`src/rtl/rsa_pkg.sv`:
```
// Shared definitions for the RSA job sequencer.
//   WIDTH           default prime width
//   MSG_W           message width for the default prime width (2*WIDTH)
//   rsa_seq_state_t sequencer FSM state encoding
package rsa_pkg;

    localparam int WIDTH = 128;
    localparam int MSG_W = 2 * WIDTH;

    typedef enum logic [2:0] {
        IDLE      = 3'd0,
        INV_PULSE = 3'd1,
        INV_WAIT  = 3'd2,
        EXP_PULSE = 3'd3,
        EXP_WAIT  = 3'd4,
        RESP      = 3'd5
    } rsa_seq_state_t;

endpackage

```
`src/rtl/rsa_seq_watchdog.sv`:
```
// Watchdog for the sequencer's wait states.
// Ports:
//   clk      system clock
//   reset    synchronous, active-high; clears the counter
//   clear    clears the counter (start of each wait phase)
//   enable   count one cycle
//   timeout  counter has reached TIMEOUT_CYCLES-1
// The counter saturates at its limit, so it never wraps even if the
// caller keeps it enabled after the timeout has been reported.
module rsa_seq_watchdog #(
    parameter int TIMEOUT_CYCLES = 1048576
) (
    input  logic clk,
    input  logic reset,
    input  logic clear,
    input  logic enable,
    output logic timeout
);

    localparam int CNT_W = $clog2(TIMEOUT_CYCLES) + 1;
    localparam logic [CNT_W-1:0] LIMIT = CNT_W'(TIMEOUT_CYCLES - 1);

    logic [CNT_W-1:0] count;

    always_ff @(posedge clk) begin
        if (reset || clear) begin
            count <= '0;
        end else if (enable && (count != LIMIT)) begin
            count <= count + 1'b1;
        end
    end

    assign timeout = (count == LIMIT);

endmodule

```
`src/rtl/rsa_job_sequencer.sv`:
```
// Front-end sequencer for the RSA control core.
// Accepts a job (p, q, direction, message), runs the core's inverter
// phase (skipped when the key pair matches the cached one), then its
// mod_exp phase, and returns the result. A watchdog converts a hung
// core into an error response.
// Ports:
//   clk, reset                       clock, synchronous active-high reset
//   req_valid/req_ready              job request handshake
//   req_p, req_q, req_encrypt_decrypt, req_msg   job fields
//   p, q, encrypt_decrypt, msg_in    operand buses to the core (held per job)
//   reset_inverter, reset_mod_exp    one-cycle start pulses to the core
//   inverter_finish, mod_exp_finish  completion levels from the core
//   msg_out                          result bus from the core
//   rsp_valid/rsp_ready              response handshake
//   rsp_msg, rsp_error               result, or 0 with error=1 on timeout
//
// state     | meaning
// IDLE      | ready for a job
// INV_PULSE | reset_inverter high for one cycle
// INV_WAIT  | waiting on inverter_finish (first cycle ignored)
// EXP_PULSE | reset_mod_exp high for one cycle
// EXP_WAIT  | waiting on mod_exp_finish (first cycle ignored)
// RESP      | response held until accepted
module rsa_job_sequencer #(
    parameter int WIDTH          = rsa_pkg::WIDTH,
    parameter int TIMEOUT_CYCLES = 1048576,
    parameter int KEY_CACHE      = 1
) (
    input  logic                 clk,
    input  logic                 reset,
    input  logic                 req_valid,
    output logic                 req_ready,
    input  logic [WIDTH-1:0]     req_p,
    input  logic [WIDTH-1:0]     req_q,
    input  logic                 req_encrypt_decrypt,
    input  logic [2*WIDTH-1:0]   req_msg,
    output logic [WIDTH-1:0]     p,
    output logic [WIDTH-1:0]     q,
    output logic                 encrypt_decrypt,
    output logic [2*WIDTH-1:0]   msg_in,
    output logic                 reset_inverter,
    output logic                 reset_mod_exp,
    input  logic                 inverter_finish,
    input  logic                 mod_exp_finish,
    input  logic [2*WIDTH-1:0]   msg_out,
    output logic                 rsp_valid,
    input  logic                 rsp_ready,
    output logic [2*WIDTH-1:0]   rsp_msg,
    output logic                 rsp_error
);

    import rsa_pkg::*;

    rsa_seq_state_t   state;
    logic             first_wait;
    logic             cache_valid;
    logic [WIDTH-1:0] cached_p;
    logic [WIDTH-1:0] cached_q;
    logic             cache_hit;
    logic             timeout;
    logic             wd_clear;
    logic             wd_enable;

    assign cache_hit = (KEY_CACHE != 0) && cache_valid &&
                       (req_p == cached_p) && (req_q == cached_q);

    assign req_ready = (state == IDLE);
    assign rsp_valid = (state == RESP);

    // Gated by reset so a pulse cannot reach the core in the cycle a
    // mid-job reset is asserted.
    assign reset_inverter = (state == INV_PULSE) && !reset;
    assign reset_mod_exp  = (state == EXP_PULSE) && !reset;

    assign wd_clear  = (state == INV_PULSE) || (state == EXP_PULSE);
    assign wd_enable = (state == INV_WAIT)  || (state == EXP_WAIT);

    rsa_seq_watchdog #(
        .TIMEOUT_CYCLES (TIMEOUT_CYCLES)
    ) u_watchdog (
        .clk     (clk),
        .reset   (reset),
        .clear   (wd_clear),
        .enable  (wd_enable),
        .timeout (timeout)
    );

    always_ff @(posedge clk) begin
        if (reset) begin
            state           <= IDLE;
            p               <= '0;
            q               <= '0;
            encrypt_decrypt <= 1'b0;
            msg_in          <= '0;
            rsp_msg         <= '0;
            rsp_error       <= 1'b0;
            cache_valid     <= 1'b0;
            cached_p        <= '0;
            cached_q        <= '0;
            first_wait      <= 1'b0;
        end else begin
            case (state)
                IDLE: begin
                    if (req_valid) begin
                        p               <= req_p;
                        q               <= req_q;
                        encrypt_decrypt <= req_encrypt_decrypt;
                        msg_in          <= req_msg;
                        state           <= cache_hit ? EXP_PULSE : INV_PULSE;
                    end
                end
                INV_PULSE: begin
                    first_wait <= 1'b1;
                    state      <= INV_WAIT;
                end
                INV_WAIT: begin
                    // The finish level seen in the first wait cycle is
                    // left over from the previous operation.
                    first_wait <= 1'b0;
                    if (!first_wait && inverter_finish) begin
                        cached_p    <= p;
                        cached_q    <= q;
                        cache_valid <= 1'b1;
                        state       <= EXP_PULSE;
                    end else if (timeout) begin
                        rsp_error   <= 1'b1;
                        rsp_msg     <= '0;
                        cache_valid <= 1'b0;
                        state       <= RESP;
                    end
                end
                EXP_PULSE: begin
                    first_wait <= 1'b1;
                    state      <= EXP_WAIT;
                end
                EXP_WAIT: begin
                    first_wait <= 1'b0;
                    if (!first_wait && mod_exp_finish) begin
                        rsp_msg   <= msg_out;
                        rsp_error <= 1'b0;
                        state     <= RESP;
                    end else if (timeout) begin
                        rsp_error   <= 1'b1;
                        rsp_msg     <= '0;
                        cache_valid <= 1'b0;
                        state       <= RESP;
                    end
                end
                RESP: begin
                    if (rsp_ready) begin
                        state <= IDLE;
                    end
                end
                default: state <= IDLE;
            endcase
        end
    end

endmodule

```
`config.mk`:
```
export PLATFORM = sky130hd
export DESIGN_NAME = rsa_job_sequencer
export DESIGN_NICKNAME = d
export VERILOG_FILES = /design/src/rtl/rsa_pkg.sv /design/src/rtl/rsa_seq_watchdog.sv /design/src/rtl/rsa_job_sequencer.sv
export SDC_FILE = /design/constraint.sdc
export NUM_CORES = 2
export LEC_CHECK = 0
export ABC_AREA = 0
export CORE_AREA = 8 8 598 600
export CTS_BUF_LIST = sky130_fd_sc_hd__clkbuf_4
export DETAILED_ROUTE_END_ITERATION = 10
export DIE_AREA = 0 0 606 608
export GPL_ROUTABILITY_DRIVEN = 0
export GPL_TIMING_DRIVEN = 0
export PLACE_DENSITY = 0.37
export SYNTH_ARGS = -nofsm -noshare
export SYNTH_HDL_FRONTEND = slang
export SYNTH_HIERARCHICAL = 1
export SYNTH_SLANG_ARGS = --single-unit
```
`constraint.sdc`:
```
create_clock -name clk -period 3.4 [get_ports clk]
set_input_delay 0.68 -clock clk [delete_from_list [all_inputs] [get_ports clk]]
set_output_delay 0.68 -clock clk [all_outputs]
set_load 0.05 [all_outputs]
```
# After elaboration in Yosys (flattened, before gate mapping)
# Cells that the tools add are included.
# op_classes
n_reduce_logical	22
n_mux	20
addsub	1
eq_ne	13
# op_table
cell	count
$mux W256	3
$pmux W256 S2	1
$eq A128 B128 Y1	2
$add A21 B1 Y21 const B	1
$eq A21 B20 Y1 const B	1
$ne A21 B20 Y1 const B	1
$pmux W3 S6	1
$mux W3	5
$reduce_and A2 Y1	5
$logic_and A1 B1 Y1	7
$eq A3 B2 Y1 const B	2
$eq A3 B3 Y1 const B	2
$mux W1	6
$ne A2 B2 Y1 const B	3
$pmux W1 S2	3
$reduce_bool A2 Y1	2
$reduce_or A2 Y1	2
$eq A3 B1 Y1 const B	1
$logic_not A3 Y1	1
$logic_or A1 B1 Y1	3
$logic_not A1 Y1	2
$mux W2	1
$ne A2 B1 Y1 const B	1
# totals
input_bits	775
reg_bits	1052
output_inout_bits	774

# Logic depth before layout (Yosys ltp)
# depth
depth_word	6
ltp_mapped	9
mapped_depth_nobuf	8

# By module
# Netlist, hierarchy kept.
# by_module_without_submodules
mod	instances	seq_area_each_um2	area_each_um2	cells_each
rsa_job_sequencer	1	20639.8	38082.8	4722
rsa_seq_watchdog	1	420.4	1252.5	142

# Least setup slack after synthesis
# OpenSTA, ideal clock, no wires.
# synth_timing
kind	input-to-output
from	input reset
to	output reset_inverter
t_arrival_ps	2397
required_ps	2720
path_stages	4
n_path_buf	3
slack_ps	323
cell_sequence	clkbuf_1 > clkbuf_1 > clkbuf_1 > nor3b_1
# synth_between
elab_chain_len	2
# synth_lines
element	line_no	text
from (decl)	rsa_job_sequencer.sv:30	input logic reset,
$logic_not A1 Y1	rsa_job_sequencer.sv:72	assign reset_inverter = (state == INV_PULSE) && !reset;
$logic_and A1 B1 Y1	rsa_job_sequencer.sv:72	
to (decl)	rsa_job_sequencer.sv:41	output logic reset_inverter,
# Every way passes these cells.

# Worst setup path in the final report
# layout_timing
from	input req_q[21]
to	register state[1]
# layout_between
elab_chain_len	5
# layout_lines
element	line_no	text
from (decl)	rsa_job_sequencer.sv:34	input logic [WIDTH-1:0] req_q,
$eq A128 B128 Y1	rsa_job_sequencer.sv:65	(req_p == cached_p) && (req_q == cached_q);
$logic_and A1 B1 Y1	rsa_job_sequencer.sv:65	
$mux W2	rsa_job_sequencer.sv:109	state <= cache_hit ? EXP_PULSE : INV_PULSE;
$mux W3	rsa_job_sequencer.sv:104	if (req_valid) begin
$pmux W3 S6	rsa_job_sequencer.sv:102	case (state)
to (signal assigned)	rsa_job_sequencer.sv:109	
to (decl)	rsa_job_sequencer.sv:54	rsa_seq_state_t state;
# Every way passes these cells. The select of a mux whose other input is x is not followed.
# A chain may end at the register's enable or synchronous reset.

==> results.md <==
Timing:
- The post-route minimum period is 3.52 ns.
- At the pin with the least slew margin, the transition time is 1.43 ns.
- Of the available clock period, the critical path in the final layout requires 1.03.
- The number of hold violations in the final report is 0.
- The final count of pins violating max slew is 0.
- Headroom to the max-slew limit came out at 0.0435.
- Setup total negative slack on the finished layout was measured at -0.116 ns.
- Setup violations remaining at the end of the flow were counted as 1.
- The final worst clock skew is 0.203 ns.
- The setup slack of the critical path after layout is -0.116 ns.
- The worst hold slack after final layout is 0.216 ns.
- For this run, the top clock speed supported by timing is 0.284 GHz.

Synthesis:
- The proportion of register bits with asynchronous set or reset after synthesis is 0.
- The total of warnings raised by yosys is 6.
- The number of storage elements in the synthesis netlist is 1,052.
- The number of enable-type register cells in the synthesized netlist is 0.
- The sequential-to-total area share from yosys stat is 0.535.
- The fraction of synthesized cell area taken by the top area cell type is 0.535.
- The number of cells produced by synthesis is 4,864.
- Ranked by total cell area, the synthesized netlist is headed by dfxtp_1, nand2_1, a21oi_1, a22oi_1, clkbuf_1.
- The post-synthesis instance area is 0.0393 mm².
- The net count after synthesis is 5,640.
- The synthesized netlist contains 64 unique library cells.
- The mean post-synth cell area is 8.09 µm².
- The cell type contributing the most total cell area after synthesis is dfxtp_1.
- The most used flip-flop cell after synthesis is dfxtp_1.

Setup path:
- The slowest cell on the critical path is clkdlybuf4s50_1.
- In this design, the largest share of critical-path delay is due to compound AO/OA/AOI/OAI gates.
- The worst register-to-register path has a depth of 6.
- STA classifies the critical path startpoint as an input port.
- At the worst endpoint, the arrival time is 4.57 ns.
- The largest fanout on the critical path is 2.
- The longest individual stage delay on the worst path is 0.77 ns.
- The data required time of the worst path is 4.46 ns.
- The critical path contains buffers and inverters numbering 3 combined.
- The critical path goes through dlygate4sd3_1, clkdlybuf4s50_1, inv_1, a2111o_1, a2111oi_2, nand4_1, or4_1, o31ai_4.
- The critical register-to-register path startpoint is cached_q[48]$_SDFFE_PP0P_.
- The element type at the critical path end is a register.
- In this run the critical register-to-register path is captured at state[1]$_SDFFE_PP0P_.
- The class of the most critical setup path is in -> reg.
- The setup slack of the worst register-to-register path is 0.01 ns.

Cells and area:
- The layout cell share with drive strength beyond 1 is 0.0855.
- After the flow finishes, the layout carries non-filler instances totaling 12,300.
- The fill cell total of the finished layout is 39,100.
- Once layout is done, the placed cells without fillers occupy 0.0713 mm².
- From synthesis to final layout, the design area changed by 81.2%.
- The net count of the finished layout is 8,208.
- Measured on the finished design, the core utilization comes to 0.205.

Min path:
- The worst hold path passes through 3 cells.
- For hold timing, the worst endpoint is q[94]$_SDFFE_PP0P_.
- The worst hold path begins at req_q[94].
- The kind of path behind the tightest hold check is in -> reg.

Route:
- The violation count after the first detailed-route iteration is 3,661.
- The first detailed-routing pass ran for 9 iterations.
- Wires add up to 357 mm.
- The number of vias in the routed layout is 47,800.
- After detailed routing, the number of remaining DRC violations is 0.
- In the routed layout, each cell is associated on average with a via count of 3.88.
- The detail route stage leaves a number of antenna-violating nets equal to 0.
- The average wire length per cell after detail routing is 29.0 µm.

Global route:
- The number of antenna violations at the first check in global routing was 161.
- The total grt overflow is 0.
- The global-route wire length before repair is 457 mm.
- The global-route usage over all layers is 0.184.
- The largest net degree at the start of global routing is 15.
- The number of global-route vias before repair came to 48,000.

Floorplan:
- The floorplan die height is 608 µm.
- The total number of placement rows is 217.
- The region available for standard cell placement spans 0.348 mm².
- The die covers 0.368 mm².
- The initial utilization of the core area, before any placement, comes to 0.113.
- The die is 606 µm wide.
- The total I/O pin count is 1,549.

Pwr:
- The part of the power in the clock network is 0.344.
- The internal portion of the total power is 22.8 mW.
- Power spread over the standard cell area amounts to 527 mW/mm².
- Of the total power, registers draw 0.370.
- The analysis attributes to net switching a power of 14.8 mW.
- Total power for the finished layout comes to 37.5 mW.
- The switching power as a share of total power is 0.394.
- Of the total power, combinational logic draws 0.286.
- In this run the static leakage power is 26.8 nW.
- Across the VDD grid, the largest voltage drop is 238 µV.

Placement:
- Buffers placed on the I/O ports in this run total 1,548.
- The placed instances occupy a cell area of 0.0606 mm².
- The cell count after placement is 11,000.
- The post-placement setup slack is -1.64 ns.
- The HPWL after detailed placement is 306 mm.

Clock tree:
- The CTS clock-pin slew for the worst setup and hold paths is 0.06 ns.
- The clock reaches the later pin of the worst-skew pair after 1.39 ns.
- For this design, the sink count on the clock tree is 1,052.
- The number of buffers added by the clock tree synthesis step is 330.
- TritonCTS built the clock tree.
- The H-tree was split into 5 levels.
- The root buffer selected by CTS is clkbuf_4.
- The maximum count of clock buffers along a single path is 4.

Status:
- The flow ran to the end, but the final reports show violations.
- The final reports fail on setup timing.

Run:
- Across the run, the number of max-cap violations was 0.
sequential cells by signal, summed over array words and instances (netlist names):
signal,count
q,128
u_watchdog/count,21
encrypt_decrypt,1
msg_in,256
first_wait,1
rsp_msg,256
cached_p,128
cache_valid,1
state,3
p,128
rsp_error,1
cached_q,128
per-layer routing:
metal | vias to the layer above | wire [µm] | global-route usage
li1 | 21700 | - | -
met1 | 22900 | 128000 | 0.194
met2 | 2445 | 181000 | 0.335
met3 | 692 | 30900 | 0.0602
met4 | 56 | 16900 | 0.0755
met5 | - | 367 | 0
repair_timing:
item	in CTS	in global routing
buffers inserted	3	5
pin swaps	1	2
hold buffers	675	0
setup endpoints to repair	1303	31
endpoints found under the hold margin	676	0
gates resized for setup	748	7
final cells by class:
cell class | count | area (µm²) | share of cell area
repair buffers | 2236 | 21900 | 0.307
flip-flops and latches | 1052 | 21100 | 0.296
multi-input cells | 3373 | 16700 | 0.234
well taps | 4599 | 5750 | 0.0807
clock buffers | 456 | 3420 | 0.0480
plain buffers | 352 | 1420 | 0.0200
clock inverters | 85 | 507 | 0.00711
inverters | 87 | 327 | 0.00458
diodes | 75 | 188 | 0.00263
cells in the final DEF (no fill, tap or decap), types with 11 or more instances in the layout:
cell / Yosys / routed
clkdlybuf4s15_1: 0 / 12
dfxtp_1: 1052 / 1051
inv_1: 82 / 82
a22oi_1: 258 / 258
xor2_1: 63 / 63
xnor2_1: 69 / 63
clkinv_1: 1 / 59
a2111oi_0: 18 / 17
nor2b_1: 70 / 68
clkbuf_1: 288 / 277
o2111ai_1: 14 / 14
o22ai_1: 25 / 25
buf_1: 27 / 26
clkdlybuf4s50_1: 0 / 1005
nor2_1: 267 / 267
clkbuf_4: 0 / 459
nand4_1: 35 / 35
nor4_1: 33 / 32
dlygate4sd3_1: 0 / 675
nand2b_1: 47 / 47
mux2i_1: 11 / 11
buf_2: 36 / 38
clkdlybuf4s15_2: 0 / 63
dlygate4sd2_1: 0 / 464
a21oi_1: 782 / 782
or3_1: 12 / 12
diode_2: 0 / 75
nand2_1: 1559 / 1558
worst max path at each step:
stage,slack [ns],end,startpoint,cells past startpoint
final,-0.12,state[1]$_SDFFE_PP0P_,req_q[21],8
after global routing,-0.002,reset_inverter,state[0]$_SDFFE_PP0P_,4
after CTS,-0.05,reset_inverter,reset,7
after detailed placement,-1.64,reset_inverter,reset,7
after global placement,-3.36,reset_mod_exp,reset,6
after floorplan,0.32,reset_inverter,reset,4
worst reg2reg max path: cells and delay by family (launching register included):
kind            cells  cell delay [ns]
flops               1             0.33
xor+xnor            1             0.82
simple gates        4             1.49
compound gates      1             0.48
cells in the mapped netlist, types with 6 or more instances:
master     number
clkbuf_1      288
o2bb2ai_1       6
and3_1          7
a2111o_1        6
buf_1          27
nor2b_1        70
xnor2_1        69
o22ai_1        25
nand2_1      1559
xor2_1         63
a2111oi_0      18
a21oi_1       782
nand2b_1       47
o2111ai_1      14
inv_1          82
dfxtp_1      1052
buf_2          36
a22o_1          6
nor4_1         33
a22oi_1       258
a221oi_1        8
nand4_1        35
nor2_1        267
mux2i_1        11
nand3_1         6
or3_1          12
cell families (layout without fill, tap and decap cells):
| logic type | count (synthesis) | count (layout) | synth area share |
|---|---|---|---|
| flip-flops | 1052 | 1052 | 0.535 |
| adder cells (fa/ha/maj) | 1 | 1 | 0.000318 |
| AND/OR/NAND/NOR | 2072 | 2072 | 0.216 |
| multiplexers | 11 | 11 | 0.00280 |
| XOR/XNOR | 132 | 132 | 0.0294 |
| buffers and inverters | 439 | 3216 | 0.0432 |
| other | 0 | 75 | 0 |
| AO/OA/AOI/OAI | 1157 | 1157 | 0.173 |
power groups by stage:
| stage | sequential [mW] | combinational, mW | clock (mW) |
|---|---|---|---|
| floorplan | 16.6 | 2.40 | 0 |
| global route | 14.0 | 11.3 | 14.0 |
| finish | 13.9 | 10.7 | 12.9 |
| detailed placement | 14.1 | 10.4 | 0 |
| CTS | 13.9 | 10.9 | 13.5 |
| global placement | 14.1 | 10.4 | 0 |
No activity file was read; power rests on OpenSTA's default activity.
